### config.mk
export PLATFORM = sky130hd
export DESIGN_NAME = fetch_unit
export DESIGN_NICKNAME = d
export VERILOG_FILES = /design/src/rtl/fetch_unit.sv
export SDC_FILE = /design/constraint.sdc
export NUM_CORES = 1
export LEC_CHECK = 0
export ABC_AREA = 1
export CORE_MARGIN = 2
export CORE_UTILIZATION = 50
export CTS_BUF_LIST = sky130_fd_sc_hd__clkbuf_4 sky130_fd_sc_hd__clkbuf_8
export DETAILED_ROUTE_END_ITERATION = 10
export PLACE_DENSITY = 0.93
export SLEW_MARGIN = 20
export SYNTH_ARGS = -nofsm -noshare
export SYNTH_HDL_FRONTEND = slang
export SYNTH_SLANG_ARGS = --single-unit
### constraint.sdc
create_clock -name clk -period 3 [get_ports clk]
set_input_delay 0.45 -clock clk [delete_from_list [all_inputs] [get_ports clk]]
set_output_delay 0.45 -clock clk [all_outputs]
set_load 0.02 [all_outputs]
### src/rtl/fetch_unit.sv
// fetch_unit: PC register, IF/ID pipeline register, RUN/HALT fetch FSM and saturating fetch counter
module fetch_unit #(
   parameter logic [31:0] RESET_PC  = 32'h0000_0000,
   parameter logic [31:0] NOP_INSTR = 32'h0000_0013
) (
   input  logic        clk,
   input  logic        rst,
   input  logic        stall,
   input  logic        branch_taken,
   input  logic [31:0] branch_target,
   input  logic [31:0] instr_in,
   output logic [31:0] pc_out,
   output logic [31:0] if_id_pc,
   output logic [31:0] if_id_instr,
   output logic        if_id_valid,
   output logic        halted,
   output logic [31:0] fetch_count
);
   typedef enum logic {RUN, HALT} state_t;
   state_t      state_q, state_d;
   logic [31:0] pc_q, pc_d, if_pc_q, if_pc_d, if_instr_q, if_instr_d, fetch_count_q, fetch_count_d;
   logic        if_valid_q, if_valid_d;
   always_comb begin
      state_d       = state_q;
      pc_d          = pc_q;
      if_pc_d       = if_pc_q;
      if_instr_d    = if_instr_q;
      if_valid_d    = if_valid_q;
      fetch_count_d = fetch_count_q;
      if (branch_taken) begin
         state_d    = RUN;
         pc_d       = branch_target;
         if_pc_d    = pc_q;
         if_instr_d = NOP_INSTR;
         if_valid_d = 1'b0;
      end else if (state_q == RUN && !stall) begin
         if_pc_d = pc_q;
         if (instr_in == 32'h0) begin
            state_d    = HALT;
            if_instr_d = NOP_INSTR;
            if_valid_d = 1'b0;
         end else begin
            pc_d          = pc_q + 32'd4;
            if_instr_d    = instr_in;
            if_valid_d    = 1'b1;
            fetch_count_d = (fetch_count_q == 32'hFFFF_FFFF) ? fetch_count_q : fetch_count_q + 32'd1;
         end
      end
   end
   always_ff @(posedge clk) begin
      if (rst) begin
         state_q       <= RUN;
         pc_q          <= RESET_PC;
         if_pc_q       <= RESET_PC;
         if_instr_q    <= NOP_INSTR;
         if_valid_q    <= 1'b0;
         fetch_count_q <= 32'h0;
      end else begin
         state_q       <= state_d;
         pc_q          <= pc_d;
         if_pc_q       <= if_pc_d;
         if_instr_q    <= if_instr_d;
         if_valid_q    <= if_valid_d;
         fetch_count_q <= fetch_count_d;
      end
   end
   assign pc_out      = pc_q;
   assign if_id_pc    = if_pc_q;
   assign if_id_instr = if_instr_q;
   assign if_id_valid = if_valid_q;
   assign halted      = (state_q == HALT);
   assign fetch_count = fetch_count_q;
endmodule

==> summary.md, run 1 <==
| Metric | Value |
|---|---|
| Post-DP Area | 0.00881 mm² |
| TritonCTS buffer count | 17 |
| DR vias | 7637 |
| DR WL/cell | 14.7 µm |
| Final Cycle Share | 0.754 |
| Synthesis Warnings | 0 |
| Top post-synthesis cells by area | dfxtp_1, nand2_1, nor2_1, a21oi_1, nand3_1 |
| Chip Height | 120 µm |
| Hpwl dp | 14.5 mm |
| Routability cong. | 0.936 |
| Worst-path cell chain | ha_1 > inv_2 > nor2_8 > nand2_4 > nor2_4 > nand3_2 > inv_1 > nor2_4 > nand3_1 > a21oi_1 |
| Final-report max-slew violation count | 0 |
| Hold buffer count at CTS | 0 |
| Initial antenna violation count | 0 |
| First drt pass iteration count | 6 |
| Clock latency on the worst-skew pair | 0.45 ns |
| # DRC | 0 |
| Die W | 120 µm |
| Max-Slew Margin vs Limit | 0.515 |
| Layout Utilization | 0.701 |
| Gr ovfl total | 0 |
| CP max FO | 32 |
| # rows | 42 |
| Register bit total from synthesis | 130 |
| Layout area overhead | 37.4% |
| Final Setup Violations | 0 |
| Final count of hold timing violations | 0 |
| Root buffer cell | clkbuf_8 |
| Placed Cells | 1388 |
| Min Tclk post-route | 2.26 ns |
| FMAX | 442 MHz |
| Leak pwr | 3.51 nW |
| Clk buf depth | 2 |
| Final instance area | 0.00928 mm² |
| Post-CTS sizing | 0 |
| Hold slack | 0.467 ns |
| Crit path max-delay family | simple AND/OR/NAND/NOR gates |
| Setup crit end kind | flop |
| Final WL | 20.9 mm |
| VDD IR max | 0.374 mV |
| Most frequent CP cell | nor2_4 |
| Fill count | 1130 |
| H-tree depth | 4 |
| Primary FF master, synth | dfxtp_1 |
| Final net count | 1301 |
| Commonest cells in the netlist | nand2_1, nor2_1, dfxtp_1, a21oi_1, nand3_1 |
| Register area share after synthesis | 0.385 |
| Clock sink count | 130 |
| HP Class | flop to flop |
| Diodes inserted | 0 |
| Synth Instances | 1049 |
| Post-synth ARST share | 0 |
| Final Worst Setup Slack | around 0.74 ns |
| Post-synth EDFFs | 0 |
| CP startpoint | fetch_count[0]$_SDFFE_PP0P_ |
| Crit path DAT | 2.63 ns |
| Antenna viol nets, final | 0 |
| Cell depth of the worst flop-to-flop path | 10 |
| IO Count | 198 |
| TritonCTS clock tree | done |
| Total Neg Setup Slack | 0 ns |
| Hold path cells | 2 |
| Actual slew at the worst max-slew pin | 0.726 ns |
| Routed vias/inst | 5.38 |
| Tot GR Track Use | 0.292 |
| Synth top area share | 0.385 |
| Setup repair bufs after CTS | 0 |
| Hold_sp | if_id_instr[13]$_SDFFE_PP0P_ |
| Vias in the first global route | ~7000 |
| Overall power | ~4.3 mW |
| Avg Cell Area, Syn | 6.44 µm² |
| Min-Delay Endpoint | if_id_instr[13]$_SDFFE_PP0P_ |
| # port buffers | about 200 |
| 1st-iter DRT viols | 885 |
| Critical Path Source Type | flop |
| RR Startpoint | fetch_count[0]$_SDFFE_PP0P_ |
| Post-Syn Area | 0.00675 mm² |
| CORE AREA | 0.0132 mm² |
| Largest net degree at the start of global routing | between 40 and 50 |
| Pre-CTS setup slack | approximately 0.028 ns |
| Yosys cell types | 30 |
| MaxCap Viol Count | 0 |
| Die ar. | 0.0145 mm² |
| Final cell count without fillers | 1420 |
| Status | completed |
| RSZ-0062 raised after global routing | false |
| Worst EP required | approximately 3.4 ns |
| First-pass GRT wire length | roughly 34 mm |
| Starting Density | 0.510 |
| Most common cell in the netlist | nand2_1 |
| Buffers plus inverters on the worst setup path | 2 |
| Max stage delay on crit path | approximately 0.56 ns |
| Clock transition at the registers of the reported paths | 0.08 ns |
| Critical Path Slowest Stage Cell | nor2_4 |
| Clock Skews | 0.0104 ns |
| Leading area contributor after synthesis | dfxtp_1 |
| R2R Setup Slk | 0.74 ns |
| Syn_nets | 1119 |
| Pwr Density | 459 mW/mm² |
| Share of cells above drive strength 1 | 0.0595 |
| Kind of critical path | flop to flop |
| Endpoint of the worst-slack reg-to-reg timing path | fetch_count[9]$_SDFFE_PP0P_ |
[placed cells by master (no fill, tap or decap), types with 14 or more instances in the layout]
cell             Yosys  final
nand3_1             71     71
a21oi_1             91     91
clkdlybuf4s50_1      0    197
dfxtp_1            130    130
nor2_1             174    173
inv_1               49     49
xor2_1              19     19
clkbuf_8             0     18
o21ai_0             64     64
nand2_1            338    338
nand3b_1            14     14
[registers in the layout (all words and copies together), names as in the netlist]
| name | flops |
|---|---|
| fetch_count | 32 |
| halted | 1 |
| if_id_instr | 32 |
| if_id_pc | 32 |
| if_id_valid | 1 |
| pc_out | 32 |
[worst register-to-register path, stage by stage, from the launching register on]
cell and delay [ns]:
dfxtp_1 0.39, ha_1 0.31, inv_2 0.13, nor2_8 0.07
nand2_4 0.08, nor2_4 0.05, nand3_2 0.09, inv_1 0.07
nor2_4 0.56, nand3_1 0.20, a21oi_1 0.23
[cell families (layout without fill, tap and decap cells)]
family                     Yosys count  after routing  synth area share
buffers and inverters               96            291            0.0609
AOI/OAI and AO/OA                  159            159             0.120
xor gates and xnor gates            28             28            0.0363
adders and majority gates            2              2           0.00370
DFF                                130            130             0.385
and+or+nand+nor                    634            634             0.394
[report_power, final]
group          leakage (nW)  total [mW]  internal, mW  switching [mW]
logic                  2.21       0.631         0.290           0.341
registers              1.06        1.88          1.80          0.0770
clock network         0.229        1.75          1.02           0.728
total                  3.51        4.26          3.11            1.15
[area by class of cell]
type                            instances  area [µm²]  area share
Multi-Input combinational cell        823        3750       0.404
Sequential cell                       130        2600       0.281
Timing Repair Buffer                  208        2050       0.221
Clock buffer                           19         255      0.0275
Tap cell                              176         220      0.0237
Clock inverter                         13         206      0.0223
Inverter                               51         191      0.0206
[worst max-delay path by stage]
stage,slack [ns],end,depth (start not counted)
finish,0.74,fetch_count[9]$_SDFFE_PP0P_,10
global route,0.62,fetch_count[9]$_SDFFE_PP0P_,10
CTS,0.49,if_id_pc[25]$_SDFFE_PP0P_,7
detailed placement,0.03,if_id_pc[20]$_SDFFE_PP0P_,7
global placement,0.18,if_id_pc[26]$_SDFFE_PP0P_,7
floorplan,1.13,fetch_count[16]$_SDFFE_PP0P_,11
[per-layer routing]
metal  part of all wire  GRT usage  up-vias
met1               0.41      0.366     3486
met2               0.49      0.493      378
met5                  0          0        -
met4              0.022      0.102        0
li1                   -          -     3721
met3              0.085     0.0684       52
Power figures use the tool's default switching activity.
==> run 2, diff against run 1 <==
- CORE_UTILIZATION: 50 -> 49
- PLACE_DENSITY: 0.93 -> 0.91
- clock period: 3 -> 2.3 ns (I/O delays scaled with it)
==> summary.md, run 2 (same netlist as run 1, synthesis figures left out) <==
| Metric | Value |
|---|---|
| Routed vias/inst | 5.34 (was 5.38) |
| Die ar. | 0.0147 mm² (was 0.0145 mm²) |
| Clock share of power | 0.354 (was 0.411) |
| Clk buf depth | 2 (unchanged) |
| Chip Height | 121 µm (was 120 µm) |
| Critical Path Source Type | flop (unchanged) |
| Worst-path cell chain | ha_1 > inv_2 > nor2_8 > nand2_4 > nor2_4 > nand3_2 > inv_1 > nor2_4 > nand3_1 > a21oi_1 (unchanged) |
| Crit path DAT | 2.46 ns (was 2.63 ns) |
| Root buffer cell | clkbuf_8 (unchanged) |
| Worst EP required | 2.69 ns (was 3.37 ns) |
| Clock sink count | 130 (unchanged) |
| HP Class | primary input to flop (was flop to flop) |
| Setup crit end kind | flop (unchanged) |
| CORE AREA | 0.0133 mm² (was 0.0132 mm²) |
| Critical Path Slowest Stage Cell | nor2_4 (unchanged) |
| Setup repair bufs after CTS | 0 (unchanged) |
| Pwr Density | 543 mW/mm² (was 459 mW/mm²) |
| Clock latency on the worst-skew pair | 0.45 ns (about the same) |
| Combinational power share | 0.165 (was 0.148) |
| Leak pwr | 3.58 nW (was 3.51 nW) |
| Commonest non-fill, non-tap cell in the layout | nand2_1 (unchanged) |
| Final net count | 1322 (was 1301) |
| Diodes inserted | 0 (unchanged) |
| First-pass GRT wire length | 33.2 mm (was 34.3 mm) |
| TritonCTS clock tree | done (unchanged) |
| Final-report max-slew violation count | 0 (unchanged) |
| Die W | 121 µm (was 120 µm) |
| RSZ-0062 raised after global routing | false (unchanged) |
| H-tree depth | 4 (unchanged) |
| Most frequent cells in the layout | nand2_1, clkdlybuf4s50_1, nor2_1 (unchanged) |
| Sequential Power Share | 0.481 (was 0.441) |
| IO Count | 198 (unchanged) |
| Final WL | 20.6 mm (was 20.9 mm) |
| Switching power share of the total | 0.285 (was 0.269) |
| Vias in the first global route | 7076 (was 7112) |
| # port buffers | 197 (unchanged) |
| Post-CTS sizing | 0 (unchanged) |
| TritonCTS buffer count | 17 (unchanged) |
| Hold buffer count at CTS | 0 (unchanged) |
| Crit path max-delay family | simple AND/OR/NAND/NOR gates (unchanged) |
| Register area | 0.00260 mm² (unchanged) |
| Overall power | 5.08 mW (was 4.26 mW) |
| 1st-iter DRT viols | 720 (was 885) |
| Antenna viol nets, final | 0 (unchanged) |
| Final count of hold timing violations | 0 (unchanged) |
| Hpwl dp | 14.9 mm (was 14.5 mm) |
| Min Tclk post-route | 2.07 ns (was 2.26 ns) |
| Tot GR Track Use | 0.281 (was 0.292) |
| FMAX | 483 MHz (was 442 MHz) |
| # rows | 42 (unchanged) |
| VDD IR max | 0.301 mV (was 0.374 mV) |
| Cell Int Power | 3.63 mW (was 3.11 mW) |
| # DRC | 0 (unchanged) |
| DR vias | 7689 (was 7637) |
| Status | completed (unchanged) |
| DR WL/cell | 14.3 µm (was 14.7 µm) |
| Post-DP Area | 0.00899 mm² (was 0.00881 mm²) |
| Pre-CTS setup slack | 0.0615 ns (was 0.0278 ns) |
| Final instance area | 0.00935 mm² (was 0.00928 mm²) |
| Routability cong. | 0.934 (was 0.936) |
| Final Cycle Share | 0.900 (was 0.754) |
| Layout area overhead | 38.5% (was 37.4%) |
| Max stage delay on crit path | 0.58 ns (was 0.56 ns) |
| Gr ovfl total | 0 (unchanged) |
| Initial antenna violation count | 0 (unchanged) |
| Final Setup Violations | 0 (unchanged) |
| Most frequent CP cell | nor2_4 (unchanged) |
| Final Worst Setup Slack | 0.230 ns (was 0.739 ns) |
| Largest net degree at the start of global routing | 51 (was 48) |
| Clock transition at the registers of the reported paths | 0.07 ns (was 0.08 ns) |
| Buffers plus inverters on the worst setup path | 2 (unchanged) |
| P_sw | 1.45 mW (was 1.15 mW) |
| Kind of critical path | flop to flop (unchanged) |
| Layout Utilization | 0.701 (about the same) |
| Multi-input combinational cell area | 0.00374 mm² (was 0.00375 mm²) |
| Clock Skews | 0.00996 ns (was 0.0104 ns) |
| Actual slew at the worst max-slew pin | 0.970 ns (was 0.726 ns) |
| Starting Density | 0.506 (was 0.510) |
| Share of cells above drive strength 1 | 0.0759 (was 0.0595) |
| Fill count | 1109 (was 1130) |
| MaxCap Viol Count | 0 (unchanged) |
| Max-Slew Margin vs Limit | 0.352 (was 0.515) |
| First drt pass iteration count | 5 (was 6) |
| CP max FO | 32 (unchanged) |
## run 2: cell types whose count changed in the layout (fill, tap and decap cells not counted), sizes merged
cell | before | now
buf | 11 | 34
bufinv | 5 | 0
clkbuf | 19 | 23
clkdlybuf4s50 | 197 | 195
clkinvlp | 2 | 4
inv | 51 | 50
## run 2: power by group through the flow
stage	clock, mW	sequential (mW)	combinational (mW)
2_1_floorplan	0	2.59	0.307
3_3_place_gp	0	2.49	0.822
3_5_place_dp	0	2.49	0.838
4_1_cts	1.82	2.44	0.843
5_1_grt	1.92	2.46	0.911
6_report	1.80	2.44	0.841
## run 2: metal layers
metal | part of all wire | track usage | vias up
li1 | - | - | 3761
met1 | 0.41 | 0.336 | 3496
met2 | 0.48 | 0.471 | 369
met3 | 0.084 | 0.0653 | 63
met4 | 0.033 | 0.142 | 0
met5 | 0 | 0 | -
## run 2: tightest hold or removal path, delay by kind of cell
family | cells | cell delay [ns]
simple gates | 2 | 0.10
buf+inv | 2 | 0.23
## run 2: per-stage QoR
step	TNS [ns]	hold WS, ns	std cells
after floorplan	0	0.472	1049
after CTS	0	0.232	1441
final	0	0.247	1441
after detailed placement	0	0.453	1409
after global placement	-6.16	0.447	1409
after global routing	0	0.263	1441
## run 2: final timing paths
check / startpoint / endpoint / slack (ns) / cells past startpoint
setup reg to reg: fetch_count[1]$_SDFFE_PP0P_ / fetch_count[19]$_SDFFE_PP0P_ / 0.23 / 10
hold / removal: rst / if_id_instr[1]$_SDFFE_PP1P_ / 0.25 / 4
hold reg to reg: if_id_instr[30]$_SDFFE_PP0P_ / if_id_instr[30]$_SDFFE_PP0P_ / 0.46 / 2
setup / recovery: fetch_count[1]$_SDFFE_PP0P_ / fetch_count[19]$_SDFFE_PP0P_ / 0.23 / 10
## run 2: layout make-up
cell class | instances | share of cell area
Clock buffer | 23 | 0.0332
Clock inverter | 9 | 0.00589
Inverter | 51 | 0.0205
Multi-Input combinational cell | 823 | 0.400
Sequential cell | 130 | 0.278
Tap cell | 176 | 0.0235
Timing Repair Buffer | 229 | 0.238
==> variant, RTL diff (flow settings as in run 2) <==
Make the reset (`rst`) asynchronous in one clocked block.
--- a/src/rtl/fetch_unit.sv
+++ b/src/rtl/fetch_unit.sv
@@ -47,7 +47,7 @@
          end
       end
    end
-   always_ff @(posedge clk) begin
+   always_ff @(posedge clk or posedge rst) begin
       if (rst) begin
          state_q       <= RUN;
          pc_q          <= RESET_PC;
Function: differs if rst is asserted again (counterexample within 4 cycles, from zero or initial values and one cycle with rst high); with rst held inactive, the same outputs for 4 cycles.
==> variant against run 2 <==
- sequential cell count is the same
- area after synthesis grew 5.5%
- wire length increased by 4.5%
- combinational power rose by 80%
- hold slack better by 110 ps
- setup slack better by 50 ps
- total power rose by 29%
- fmax increased by 2.5%
- design area rose by 4.9%
==> variant: results (changes against run 2) <==
outcome: "completed"  # unchanged
synth_area_leaders: "dfrtp_1 (45%), nand2_1 (22%), nand3_1 (7.9%)"  # was dfxtp_1 (39%), nand2_1 (19%), nor2_1 (9.7%)
wire_per_inst_microns: 15.2  # was 14.3 microns
dp.final_hpwl_mm: 15.4  # was 14.9 mm
synth_cell_types: 32  # was 30
synth_nets: 1087  # was 1,119
met2_usage_pct: 44.5  # was 47.1%
vdd_drop_max_uv: 499  # was 301 uV
r2r_setup_slack_ps: 280  # was 230 ps
synth-adder-area-share_pct: 0.351  # was 0.371%
p_leak_nw: 4.52  # was 3.58 nW
clock-skew-final_ps: 15.6  # was 9.96 ps
drive_gt1_share_pct: 6.28  # was 7.59%
whs_ps: 362  # was 247 ps
gp_congestion: 0.961  # was 0.934
p_comb_mw: 1.51  # was 0.841 mW
dr_wl_met3_mm: 1.55  # was 1.72 mm
synth.top_cells.by_count: "nand2_1 (409), nor2_1 (140), dfrtp_1 (127)"  # was nand2_1 (338), nor2_1 (174), dfxtp_1 (130)
cpMaxStageDelayCell: "dfrtp_1"  # was nor2_4
p_total_mw: 6.54  # was 5.08 mW
pwr-share-seq_pct: 41.8  # was 48.1%
synthCells: 1017  # was 1,049
worstPathArrival_ps: 2420  # was 2460 ps
final_nets: 1284  # was 1,322
seq_area_frac_synth_pct: 45.7  # was 38.5%
synth_ff_type: "dfrtp_1"  # was dfxtp_1
grt_max_degree: 67  # was 51
dr.pass1.iters: 6  # was 5
hold_path_class: "primary input to asynchronous set/reset pin"  # was primary input to register
rr_worst_depth: 11  # was 10
fillCellCount: 1151  # was 1,109
met1Wirelength_mm: 8.86  # was 8.37 mm
grt_pass1_wl_mm: 35.4  # was 33.2 mm
wl_met2_mm: 10.1  # was 9.80 mm
synthXorXnorAreaFrac_pct: 1.97  # was 3.63%
maxSlewHeadroom_pct: 71.7  # was 35.2%
cp_slowest_stage_delay_ps: 480  # was 580 ps
drt-initial-drc-count: 656  # was 720
muxShareOfSynthArea_pct: 0.790  # was 0%
p_int_mw: 4.52  # was 3.63 mW
grt_pass1_vias: 7277  # was 7,076
==> variant: cell types whose count changed in the layout (fill, tap and decap cells not counted), sizes merged, moves of 10 or more <==
cell | run 2 | this run
dfxtp | 130 | 0
dfrtp | 0 | 127
nand2 | 343 | 411
a21oi | 91 | 27
nor2 | 189 | 145
nand3 | 73 | 114
o21ai | 65 | 34
buf | 34 | 18
inv | 50 | 60
==> variant: worst reg2reg max path: cells and delay by family (launching register included) <==
| family | cells | cell delay (ps) |
|---|---|---|
| AND/OR/NAND/NOR | 10 | 1180 |
| adder cells (fa/ha/maj) | 1 | 310 |
| flip-flops | 1 | 480 |
==> variant: final cells by class <==
type,count,area (sq um),area share (%)
multi-input combinational,790,3480,35.5
sequential,130,3260,33.2
timing repair buffer,215,2140,21.9
clock buffer,20,263,2.68
tap,184,230,2.35
inverter,60,229,2.34
clock inverter,12,205,2.09
